[config.mk]
export PLATFORM = sky130hd
export DESIGN_NAME = inst_loader_flat
export DESIGN_NICKNAME = d
export VERILOG_FILES = /design/src/rtl/inst_loader_pkg.sv /design/src/rtl/inst_loader_if.sv /design/src/rtl/inst_loader.sv /design/src/flat_wrapper.sv
export SDC_FILE = /design/constraint.sdc
export NUM_CORES = 1
export LEC_CHECK = 0
export BUFFER_PORTS_ARGS = -buffer_cell sky130_fd_sc_hd__buf_2
export CORE_UTILIZATION = 25
export CTS_CLUSTER_SIZE = 28
export DETAILED_ROUTE_END_ITERATION = 7
export SYNTH_ARGS = -nofsm -noshare
export SYNTH_HDL_FRONTEND = slang
export SYNTH_SLANG_ARGS = --single-unit
[constraint.sdc]
create_clock -name i_clk -period 3.5 [get_ports i_clk]
set_clock_uncertainty 0.1 [all_clocks]
set_input_delay 0.7 -clock i_clk [delete_from_list [all_inputs] [get_ports i_clk]]
set_output_delay 0.7 -clock i_clk [all_outputs]
set_load 0.01 [all_outputs]
[src/rtl/inst_loader_pkg.sv]
// inst_loader_pkg
//   Shared types and constants for the instruction-memory program loader.
//   state_t   : loader FSM states
//   LEN_BYTES : number of bytes carrying the program length at stream start
package inst_loader_pkg;

    typedef enum logic [2:0] {
        IDLE    = 3'd0,
        LEN_HI  = 3'd1,
        LEN_LO  = 3'd2,
        INST_HI = 3'd3,
        INST_LO = 3'd4,
        DONE    = 3'd5
    } state_t;

    localparam int LEN_BYTES = 2;
    localparam int LEN_W     = 8 * LEN_BYTES;

endpackage

[src/rtl/inst_loader_if.sv]
// inst_loader_if
//   Bundles the byte-stream handshake and the instruction-memory write port.
//   byte_in/byte_valid/byte_ready : incoming program bytes (valid/ready)
//   wr_en/wr_addr/wr_data         : one-cycle write strobe to instruction memory
//   modport master : loader side (consumes bytes, drives writes)
//   modport slave  : stream source / memory side
interface inst_loader_if #(
    parameter int A = 16,
    parameter int W = 9
);
    logic [7:0]   byte_in;
    logic         byte_valid;
    logic         byte_ready;
    logic         wr_en;
    logic [A-1:0] wr_addr;
    logic [W-1:0] wr_data;

    modport master (
        input  byte_in, byte_valid,
        output byte_ready, wr_en, wr_addr, wr_data
    );

    modport slave (
        output byte_in, byte_valid,
        input  byte_ready, wr_en, wr_addr, wr_data
    );
endinterface

[src/rtl/inst_loader.sv]
// inst_loader
//   Fills instruction memory from a length-prefixed byte stream. Two length
//   bytes (high first) give N, then N byte pairs each form one W-bit
//   instruction written at consecutive addresses from 0.
//   Ports:
//     i_clk    : clock, all state on rising edge
//     i_reset  : synchronous active-high reset
//     i_start  : begin a load (honoured in IDLE or DONE only)
//     bus      : byte stream in, memory write port out (master modport)
//     o_busy   : load in progress (LEN_HI..INST_LO)
//     o_done   : load finished, held until Start or Reset
//     o_error  : length exceeded memory depth, held until Start or Reset
//
//   state   | meaning
//   --------+-------------------------------------------------
//   IDLE    | after reset, waiting for Start
//   LEN_HI  | waiting for length high byte
//   LEN_LO  | waiting for length low byte, then range check
//   INST_HI | waiting for instruction high byte
//   INST_LO | waiting for instruction low byte, issues the write
//   DONE    | load complete (or rejected), waiting for Start
module inst_loader
    import inst_loader_pkg::*;
#(
    parameter int A = 16,
    parameter int W = 9
) (
    input  logic              i_clk,
    input  logic              i_reset,
    input  logic              i_start,
    inst_loader_if.master     bus,
    output logic              o_busy,
    output logic              o_done,
    output logic              o_error
);

    state_t             r_state;
    state_t             w_state_nxt;
    logic [A:0]         r_cnt;
    logic [LEN_W-1:0]   r_len;
    logic [W-9:0]       r_hi;
    logic               r_wr_en;
    logic [A-1:0]       r_wr_addr;
    logic [W-1:0]       r_wr_data;
    logic               r_done;
    logic               r_error;

    logic               w_ready;
    logic               w_busy;
    logic               w_accept;
    logic [LEN_W-1:0]   w_len;
    logic [A:0]         w_cnt_inc;
    logic               w_last;
    logic               w_too_big;

    assign w_accept  = bus.byte_valid && w_ready;
    assign w_len     = {r_len[LEN_W-1:8], bus.byte_in};
    assign w_cnt_inc = r_cnt + 1'b1;
    assign w_last    = (32'(w_cnt_inc) == 32'(r_len));
    // Depth compare done at 32 bits so N == 2**A is legal even when A == 16.
    assign w_too_big = (32'(w_len) > (32'd1 << A));

    always_comb begin
        w_state_nxt = r_state;
        w_ready     = 1'b0;
        w_busy      = 1'b0;
        case (r_state)
            IDLE: begin
                if (i_start) w_state_nxt = LEN_HI;
            end
            LEN_HI: begin
                w_ready = 1'b1;
                w_busy  = 1'b1;
                if (w_accept) w_state_nxt = LEN_LO;
            end
            LEN_LO: begin
                w_ready = 1'b1;
                w_busy  = 1'b1;
                if (w_accept) begin
                    if (w_len == '0 || w_too_big) w_state_nxt = DONE;
                    else                          w_state_nxt = INST_HI;
                end
            end
            INST_HI: begin
                w_ready = 1'b1;
                w_busy  = 1'b1;
                if (w_accept) w_state_nxt = INST_LO;
            end
            INST_LO: begin
                w_ready = 1'b1;
                w_busy  = 1'b1;
                if (w_accept) w_state_nxt = w_last ? DONE : INST_HI;
            end
            DONE: begin
                if (i_start) w_state_nxt = LEN_HI;
            end
            default: w_state_nxt = IDLE;
        endcase
    end

    always_ff @(posedge i_clk) begin
        if (i_reset) begin
            r_state   <= IDLE;
            r_cnt     <= '0;
            r_len     <= '0;
            r_hi      <= '0;
            r_wr_en   <= 1'b0;
            r_wr_addr <= '0;
            r_wr_data <= '0;
            r_done    <= 1'b0;
            r_error   <= 1'b0;
        end else begin
            r_state <= w_state_nxt;
            r_wr_en <= 1'b0;
            r_done  <= (w_state_nxt == DONE);
            case (r_state)
                LEN_HI: begin
                    if (w_accept) r_len[LEN_W-1:8] <= bus.byte_in;
                end
                LEN_LO: begin
                    if (w_accept) begin
                        r_len   <= w_len;
                        r_cnt   <= '0;
                        r_error <= w_too_big;
                    end
                end
                INST_HI: begin
                    // Upper 16-W bits of the high byte are discarded.
                    if (w_accept) r_hi <= bus.byte_in[W-9:0];
                end
                INST_LO: begin
                    if (w_accept) begin
                        r_wr_en   <= 1'b1;
                        r_wr_addr <= r_cnt[A-1:0];
                        r_wr_data <= {r_hi, bus.byte_in};
                        r_cnt     <= w_cnt_inc;
                    end
                end
                DONE: begin
                    if (i_start) r_error <= 1'b0;
                end
                default: ;
            endcase
        end
    end

    assign bus.byte_ready = w_ready;
    assign bus.wr_en      = r_wr_en;
    assign bus.wr_addr    = r_wr_addr;
    assign bus.wr_data    = r_wr_data;
    assign o_busy         = w_busy;
    assign o_done         = r_done;
    assign o_error        = r_error;

endmodule
[src/flat_wrapper.sv]
// flat-port wrapper written by rule: the top's interface ports become plain ports
module inst_loader_flat import inst_loader_pkg::*;
#(
    parameter int A = 16,
    parameter int W = 9
)
  (i_clk, i_reset, i_start, o_busy, o_done, o_error, bus_byte_in, bus_byte_valid, bus_byte_ready, bus_wr_en, bus_wr_addr, bus_wr_data);
  inst_loader_if #(.A(A), .W(W)) bus_i ();
  input  logic i_clk;
  input  logic i_reset;
  input  logic i_start;
  output logic o_busy;
  output logic o_done;
  output logic o_error;
  input wire logic [$bits(bus_i.byte_in)-1:0] bus_byte_in;
  input wire logic [$bits(bus_i.byte_valid)-1:0] bus_byte_valid;
  output wire logic [$bits(bus_i.byte_ready)-1:0] bus_byte_ready;
  output wire logic [$bits(bus_i.wr_en)-1:0] bus_wr_en;
  output wire logic [$bits(bus_i.wr_addr)-1:0] bus_wr_addr;
  output wire logic [$bits(bus_i.wr_data)-1:0] bus_wr_data;
  assign bus_i.byte_in = bus_byte_in;
  assign bus_i.byte_valid = bus_byte_valid;
  assign bus_byte_ready = bus_i.byte_ready;
  assign bus_wr_en = bus_i.wr_en;
  assign bus_wr_addr = bus_i.wr_addr;
  assign bus_wr_data = bus_i.wr_data;
  inst_loader #(.A(A), .W(W)) u_core (.i_clk(i_clk), .i_reset(i_reset), .i_start(i_start), .bus(bus_i), .o_busy(o_busy), .o_done(o_done), .o_error(o_error));
endmodule
==> results.cfg, run 1 <==
[clock_tree]
clock_latency_ns = 0.33
cts.sinks = 64
cts_htree_levels = 3
cts.clk_slew.worst_paths_ns = 0.05
clockRootBuffer = clkbuf_16
numCtsBuffers = 9
tritoncts = built
cts.path.max_buffers = 2

[drt]
vias = 2833
routed_wirelength_um = 7930
avgRoutedWirePerCell_um = 13.19
vias_per_cell = 4.714
ant_nets = 0
drt_iter0_markers = 154
drc = 0
drtPass1Iterations = 4

[power_and_ir_drop]
netSwitchingFraction_pct = 23.21
power.total_mw = 1.626
power.density_mw_per_mm2 = 437.0
p_switching_uw = 377.4
p_clk_share_pct = 47.6
seqPwrFrac_pct = 46.4
leakagePower_nw = 1.403
peakVddDrop_v = 0.0002596
internal_power_mw = 1.249
pwr-share-comb_pct = 5.9

[die]
std_cell_rows = 40
die_h_um = 113.9
core_mm2 = 0.01211
io_pins = 42
start_util_pct = 25.84
die_width_um = 113.9
dieArea_mm2 = 0.01297

[cells_and_area]
diodes = 0
syn2layout_area_growth_pct = 18.91
nFillCells = 1368
nets = 442
final_common_cell = nand2_1
final_cell_mix = 81 x nand2_1, 64 x dfxtp_1, 53 x a21oi_1
fin_area_mm2 = 0.003721
fin_util_pct = 30.72
drive_above_1_share_pct = 15.47

[sta]
finalSetupViolCount = 0
slew_violations = 0
final_hold_viol_count = 0
min_period_over_period_pct = 92.26
setup_ws_ns = 0.2710
tightestPinTransition_ns = 0.5407
fmax_ghz = 0.3097
max_slew_margin_pct = 63.95
rsz0062_at_grt = no
setup_tns_ns = 0
min_period_ns = 3.229

[synth]
synth_mux_area_share_pct = 3.519
ys_seq_area_share_pct = 40.94
synth_cell_types = 49
synth_fp_nets = 415
synthFlopType = dfxtp_1
ys_warn_count = 0
synth_cells = 402
synthXorXnorAreaFrac_pct = 6.158
synth-compound-area-share_pct = 16.43
netlist_area_mm2 = 0.003129
synth_edf_count = 0
yosysTopAreaCell = dfxtp_1
synth_top_family_by_area = simple AND/OR/NAND/NOR gates
synth_area_leaders = dfxtp_1 41%, nand2_1 9.7%, a21oi_1 8.5%, xnor2_1 4.5%, nor2_1 3.7%
synth_top_cell_area_share_pct = 40.94
synthArstFlopShare_pct = 0
synth_area_per_cell_um2 = 7.784
synth-seq-cells = 64
synthAdderAreaFrac_pct = 0.3998
yosys.area_share.simple_pct = 27.39

[setup_path]
r2r_end = u_core.r_state[1]
cp-end-kind = register
crit_arrival_ns = 3.34
crit_fanout = 8
reg2regPathDepth = 7
startpoint = u_core.r_cnt[0]
critPathCapture = u_core.r_state[1]
worst-r2r-setup-slack_ns = 0.27
cp-start-kind = register
r2r-start = u_core.r_cnt[0]
critical_path_class = reg -> reg
worstPathRequired_ns = 3.61

[outcome]
status = complete, no violations

[global_route]
antenna_found_initial = 0
globalRoute.totalOverflow = 0
grt_pass1_wl_um = 13320
grt_max_degree = 54
grt_pass1_vias = 2640
grtUsageTotal_pct = 13.15

[flow_run]
drv_cap = 0

[hold_path]
hp-class = reg -> reg
hp-start = u_core.bus.wr_addr[10]

[placed_design]
dp_worst_setup_slack_ns = 0.2477
gp_congestion = 0.8926
port_buffers = 40
place_hpwl_um = 5734
placed_area_mm2 = 0.003457
## cells by family after synthesis
logic type | count (synthesis)
simple gates | 173
mux | 11
xor+xnor | 22
buf+inv | 38
flops | 64
other cells | 1
fa+ha+maj | 1
compound gates | 92
## through the flow
| stage | std cells | hold slack [ns] |
|---|---|---|
| finish | 601 | 0.3509 |
| global route | 601 | 0.3710 |
| CTS | 601 | 0.3547 |
| detailed placement | 586 | 0.3471 |
| global placement | 586 | 0.3420 |
| floorplan | 402 | 0.3315 |
## synthesized netlist by cell type (2+ instances only)
cell       n
a21oi_1   53
a31oi_1    3
and2_1     2
and3_1     3
and3b_1    4
and4_1     2
buf_2      3
buf_4      3
clkbuf_1  24
dfxtp_1   64
inv_1      7
mux2i_1   11
nand2_1   81
nand2b_1   2
nand3_1    9
nand3b_1   3
nand4_1    6
nand4b_1   2
nor2_1    31
nor2b_1    3
nor3_1     7
nor4_1     7
o211a_1    2
o21ai_0   22
o21bai_1   2
o31ai_1    2
or4_1      2
xnor2_1   16
xor2_1     6
## power by group through the flow
stage | clock network, mW | logic (mW) | registers [mW]
after floorplan | 0 | 0.0754 | 0.761
after global placement | 0 | 0.0953 | 0.769
after detailed placement | 0 | 0.0972 | 0.770
after CTS | 0.801 | 0.0976 | 0.754
after global routing | 0.836 | 0.109 | 0.755
final | 0.775 | 0.0964 | 0.755
## worst min path at each step
stage	end	slack, ns	cells after the start
after floorplan	u_core.bus.wr_data[8]	0.33	2
after global placement	u_core.bus.wr_data[5]	0.34	2
after detailed placement	u_core.bus.wr_addr[15]	0.35	2
after CTS	u_core.bus.wr_addr[1]	0.35	2
after global routing	u_core.bus.wr_addr[1]	0.37	2
final	u_core.bus.wr_addr[10]	0.35	2
## critical path, cell delays in order (launching register included)
cell	delay [ns]
dfxtp_1	0.49
ha_1	0.39
nand3_2	0.22
nor4_4	0.43
a21oi_1	0.11
or4_1	0.52
or4_4	0.57
o311a_1	0.30
## metal layers
| layer | GRT usage (%) | wire length (µm) | vias up |
|---|---|---|---|
| li1 | - | - | 1444 |
| met1 | 17.44 | 3669 | 1310 |
| met2 | 20.65 | 3743 | 72 |
| met3 | 4.145 | 453 | 7 |
| met4 | 3.377 | 63 | 0 |
| met5 | 0 | 0 | - |
## registers in the layout, summed over array words and instances, names as in the netlist
register,flops
u_core.r_hi,1
u_core.r_cnt,17
u_core.o_done,1
u_core.bus.wr_addr,16
u_core.bus.wr_data,9
u_core.r_len,16
u_core.bus.wr_en,1
u_core.r_state,3
## timing repair
item	CTS	global route
setup buffers	0	0
hold buffers	0	0
gates resized for setup	0	1
setup endpoints to repair	0	1
## area by class of cell
type / instances / area, µm² / area share (%)
clock buffer: 11 / 232.7 / 6.254
clock inverter: 4 / 22.52 / 0.6052
inverter: 8 / 30.03 / 0.8070
multi-input combinational: 300 / 1699 / 45.66
sequential: 64 / 1281 / 34.43
tap: 168 / 210.2 / 5.649
timing repair buffer: 46 / 245.2 / 6.590
(Power assumes the default switching activity.)
==> run 2, diff against run 1 <==
CORE_UTILIZATION = 57   (was 25)
PLACE_DENSITY = 0.79   (was unset)
RECOVER_POWER = 100   (was unset)
==> results.cfg, run 2 (synthesized netlist as in run 1, its figures left out) <==
[setup_path]
path_cells = ha_1, nand3_2, nor4_2, a21oi_1, or4_1, or4_4, o311a_1
slowest_stage = or4_4
critPathMaxStageDelay_ns = 0.57
critical_path_class = reg -> reg
cp-start-kind = register
worstPathRequired_ns = 3.63
critPathBufInv = 0
reg2regPathDepth = 7
worst-r2r-setup-slack_ns = 0.21
crit_arrival_ns = 3.42
crit_fanout = 8
cp-end-kind = register
critPathTopFamily = simple AND/OR/NAND/NOR gates
r2r-start = u_core.r_cnt[0]
r2r_end = u_core.r_state[1]

[die]
die_h_um = 76.10
io_pins = 42
start_util_pct = 60.12
die_width_um = 76.10
std_cell_rows = 26
core_mm2 = 0.005205
dieArea_mm2 = 0.005790

[cells_and_area]
multiInputGateArea_mm2 = 0.001690
drive_above_1_share_pct = 8.776
final_common_cell = nand2_1
syn2layout_area_growth_pct = 12.36
diodes = 0
largest_register_ffs = 17
nets = 441
final_cell_mix = 81 x nand2_1, 64 x dfxtp_1, 53 x a21oi_1
seq_area_mm2 = 0.001281
top_register = u_core.r_cnt
nFillCells = 473
fin_area_mm2 = 0.003516

[clock_tree]
cts_resized = 0
post_cts_buffers = 0
cts.path.max_buffers = 2
cts.sinks = 64
clock_latency_ns = 0.34
numCtsBuffers = 9
postCtsHoldBufs = 0
cts_htree_levels = 3
tritoncts = built
clockRootBuffer = clkbuf_8
cts.clk_slew.worst_paths_ns = 0.07

[power_and_ir_drop]
leakagePower_nw = 1.242
p_clk_share_pct = 45.8
power.density_mw_per_mm2 = 446.1
seqPwrFrac_pct = 48.0
peakVddDrop_v = 0.0003182
netSwitchingFraction_pct = 22.60
internal_power_mw = 1.214
pwr-share-comb_pct = 6.1
p_switching_uw = 354.4

[flow_run]
drv_cap = 1

[global_route]
grt_pass1_vias = 2690
grtUsageTotal_pct = 28.78
grt_max_degree = 54
globalRoute.totalOverflow = 0
antenna_found_initial = 0
grt_pass1_wl_um = 13060

[drt]
vias_per_cell = 5.750
ant_nets = 0
drtPass1Iterations = 5
avgRoutedWirePerCell_um = 15.21
vias = 2892
routed_wirelength_um = 7653
drt_iter0_markers = 237
drc = 0

[hold_path]
hp-class = reg -> reg
worstHoldPathCells = 2
hp-start = u_core.bus.wr_data[0]
hold_path_end = u_core.bus.wr_data[0]

[placed_design]
place_hpwl_um = 5241
port_buffers = 40
placed_area_mm2 = 0.003327
gp_congestion = 0.9334

[sta]
min_period_over_period_pct = 94.11
slew_violations = 35
min_period_ns = 3.294
fmax_ghz = 0.3036
final_hold_viol_count = 0
whs_ns = 0.3546
rsz0062_at_grt = no
finalSetupViolCount = 0
setup_tns_ns = 0
max_slew_margin_pct = -3.774
tightestPinTransition_ns = 1.557

[outcome]
status = complete, but fails checks
violations = max-capacitance violations, max-slew violations
run 2: area by class of cell:
class                           count  share of cell area, %
Tap cell                           70                  2.491
Clock buffer                       11                  4.306
Sequential cell                    64                  36.44
Clock inverter                      5                  2.242
Inverter                            8                 0.8541
Timing Repair Buffer               45                  5.587
Multi-Input combinational cell    300                  48.08
run 2: metal layers:
metal	GRT usage, %	up-vias	share of wire [%]
li1	-	1439	-
met1	38.69	1346	47
met2	45.18	96	46
met3	7.186	11	5.9
met4	9.615	0	1.1
met5	0	-	0
run 2: worst max path at each step:
stage	start	endpoint	slack, ns	depth (start not counted)
after floorplan	u_core.r_cnt[0]	u_core.r_state[1]	0.57	8
after global placement	u_core.r_cnt[0]	u_core.r_state[1]	0.37	7
after detailed placement	u_core.r_cnt[0]	u_core.r_state[1]	0.24	7
after CTS	u_core.r_cnt[0]	u_core.r_state[1]	0.24	7
after global routing	u_core.r_cnt[0]	u_core.r_state[2]	0.02	7
final	u_core.r_cnt[0]	u_core.r_state[1]	0.21	7
run 2: worst register-to-register path, delay by kind of cell (launching register included):
family | cells | cell delay (ns)
compound gates | 2 | 0.43
simple gates | 4 | 1.81
flops | 1 | 0.49
fa+ha+maj | 1 | 0.37
run 2: power groups by stage:
stage	registers [mW]	clock network [mW]	logic, mW
after floorplan	0.761	0	0.0754
after global placement	0.768	0	0.0951
after detailed placement	0.769	0	0.0959
after CTS	0.753	0.729	0.0970
after global routing	0.755	0.765	0.107
final	0.753	0.719	0.0961
run 2: through the flow:
stage | total power, mW | cells | utilization (%) | worst slack [ns]
global route | 1.627 | 503 | 67.55 | 0.02109
finish | 1.568 | 503 | 67.55 | 0.2061
detailed placement | 0.8652 | 487 | 63.92 | 0.2415
CTS | 1.579 | 503 | 68.34 | 0.2399
global placement | 0.8636 | 487 | 63.92 | 0.3735
floorplan | 0.8367 | 402 | - | 0.5677
==> run 3, diff against run 2 <==
--- a/constraint.sdc
+++ b/constraint.sdc
@@ -4,2 +4,2 @@
 set_output_delay 0.7 -clock i_clk [all_outputs]
-set_load 0.01 [all_outputs]
+set_load 0.005 [all_outputs]
==> results.cfg, run 3 (synthesized netlist as in run 1, its figures left out) <==
[sta]
tightestPinTransition_ns = 1.526
fmax_ghz = 0.3051
finalSetupViolCount = 0
setup_tns_ns = 0
final_hold_viol_count = 0
min_period_over_period_pct = 93.65
min_period_ns = 3.278
max_slew_margin_pct = -1.738
slew_violations = 35
rsz0062_at_grt = no

[clock_tree]
numCtsBuffers = 9
clockRootBuffer = clkbuf_8
cts_resized = 0
tritoncts = built
cts.clk_slew.worst_paths_ns = 0.07
cts.path.max_buffers = 2
cts.sinks = 64
clock_latency_ns = 0.34
cts_htree_levels = 3
postCtsHoldBufs = 0
post_cts_buffers = 0

[placed_design]
port_buffers = 40
place_hpwl_um = 5241
dp.cells = 487
gp_congestion = 0.9334

[power_and_ir_drop]
netSwitchingFraction_pct = 22.55
internal_power_mw = 1.214
peakVddDrop_v = 0.0003176
seqPwrFrac_pct = 48.0
pwr-share-comb_pct = 6.1
p_clk_share_pct = 45.9
power.density_mw_per_mm2 = 443.0
p_switching_uw = 353.5
leakagePower_nw = 1.325

[hold_path]
hp-start = u_core.bus.wr_addr[0]
hp-class = reg -> reg
hold_path_end = u_core.bus.wr_addr[0]
worstHoldPathCells = 2

[cells_and_area]
final_cell_mix = 81 x nand2_1, 64 x dfxtp_1, 53 x a21oi_1
top_register = u_core.r_cnt
diodes = 0
drive_above_1_share_pct = 13.16
largest_register_ffs = 17
fin_util_pct = 68.00
final_common_cell = nand2_1
fin_cells = 503
nFillCells = 465
syn2layout_area_growth_pct = 13.11
nets = 441

[drt]
drt_iter0_markers = 228
drc = 0
avgRoutedWirePerCell_um = 15.12
ant_nets = 0
drtPass1Iterations = 4
vias = 2870
vias_per_cell = 5.706
routed_wirelength_um = 7604

[global_route]
grtUsageTotal_pct = 28.78
antenna_found_initial = 0
grt_pass1_wl_um = 13060
globalRoute.totalOverflow = 0
grt_pass1_vias = 2690
grt_max_degree = 54

[setup_path]
cp-start-kind = register
worstPathRequired_ns = 3.63
crit_fanout = 8
reg2regPathDepth = 7
crit_arrival_ns = 3.41
cp-end-kind = register
critical_path_class = reg -> reg
r2r_end = u_core.r_state[1]
r2r-start = u_core.r_cnt[0]
worst-r2r-setup-slack_ns = 0.22
startpoint = u_core.r_cnt[0]

[die]
core_mm2 = 0.005205
dieArea_mm2 = 0.005790
die_h_um = 76.10
std_cell_rows = 26
io_pins = 42
start_util_pct = 60.12
die_width_um = 76.10

[flow_run]
drv_cap = 1

[outcome]
status = complete, but fails checks
violations = max-capacitance violations, max-slew violations
run 3: cell types whose count changed in the layout (fill, tap and decap cells not counted), sizes merged:
| cell | change |
|---|---|
| buf | +18 |
| clkbuf | -18 |
run 3: cell type report:
class,count,area [µm²],share of cell area (%)
timing repair buffer,45,220.2,6.221
multi-input combinational,300,1690,47.76
sequential,64,1281,36.20
clock buffer,11,151.4,4.277
clock inverter,5,78.83,2.227
inverter,8,30.03,0.8484
tap,70,87.58,2.474
run 3: per-stage QoR:
stage | cell area, µm² | power [mW] | hold WS [ns] | setup slack, ns
CTS | 3557 | 1.577 | 0.3548 | 0.2399
floorplan | 3129 | 0.8347 | 0.3315 | 0.5677
global placement | 3327 | 0.8615 | 0.3394 | 0.3735
global route | 3540 | 1.626 | 0.3667 | 0.02109
finish | 3540 | 1.568 | 0.3503 | 0.2224
detailed placement | 3327 | 0.8632 | 0.3446 | 0.2415
run 3: worst max-delay path by stage:
stage	to	slack, ns	cells past startpoint
after floorplan	u_core.r_state[1]	0.57	8
after global placement	u_core.r_state[1]	0.37	7
after detailed placement	u_core.r_state[1]	0.24	7
after CTS	u_core.r_state[1]	0.24	7
after global routing	u_core.r_state[2]	0.02	7
final	u_core.r_state[1]	0.22	7
run 3: critical path, cell delays in order (launching register included):
cell and delay [ns]:
dfxtp_1 0.49, ha_1 0.37, nand3_2 0.19, nor4_2 0.47, a21oi_1 0.13, or4_1 0.54, or4_4 0.57, o311a_1 0.30
run 3: metal layers:
layer	global-route usage [%]	part of all wire [%]	vias to the layer above
li1	-	-	1441
met2	45.18	46	97
met4	9.615	1.1	0
met5	0	0	-
met1	38.69	46	1325
met3	7.186	6.9	7
run 3: power by group through the flow:
stage	clock, mW	sequential [mW]	combinational, mW
after CTS	0.729	0.753	0.0950
after global routing	0.765	0.755	0.105
after floorplan	0	0.761	0.0735
after global placement	0	0.768	0.0931
final	0.720	0.753	0.0949
after detailed placement	0	0.769	0.0939
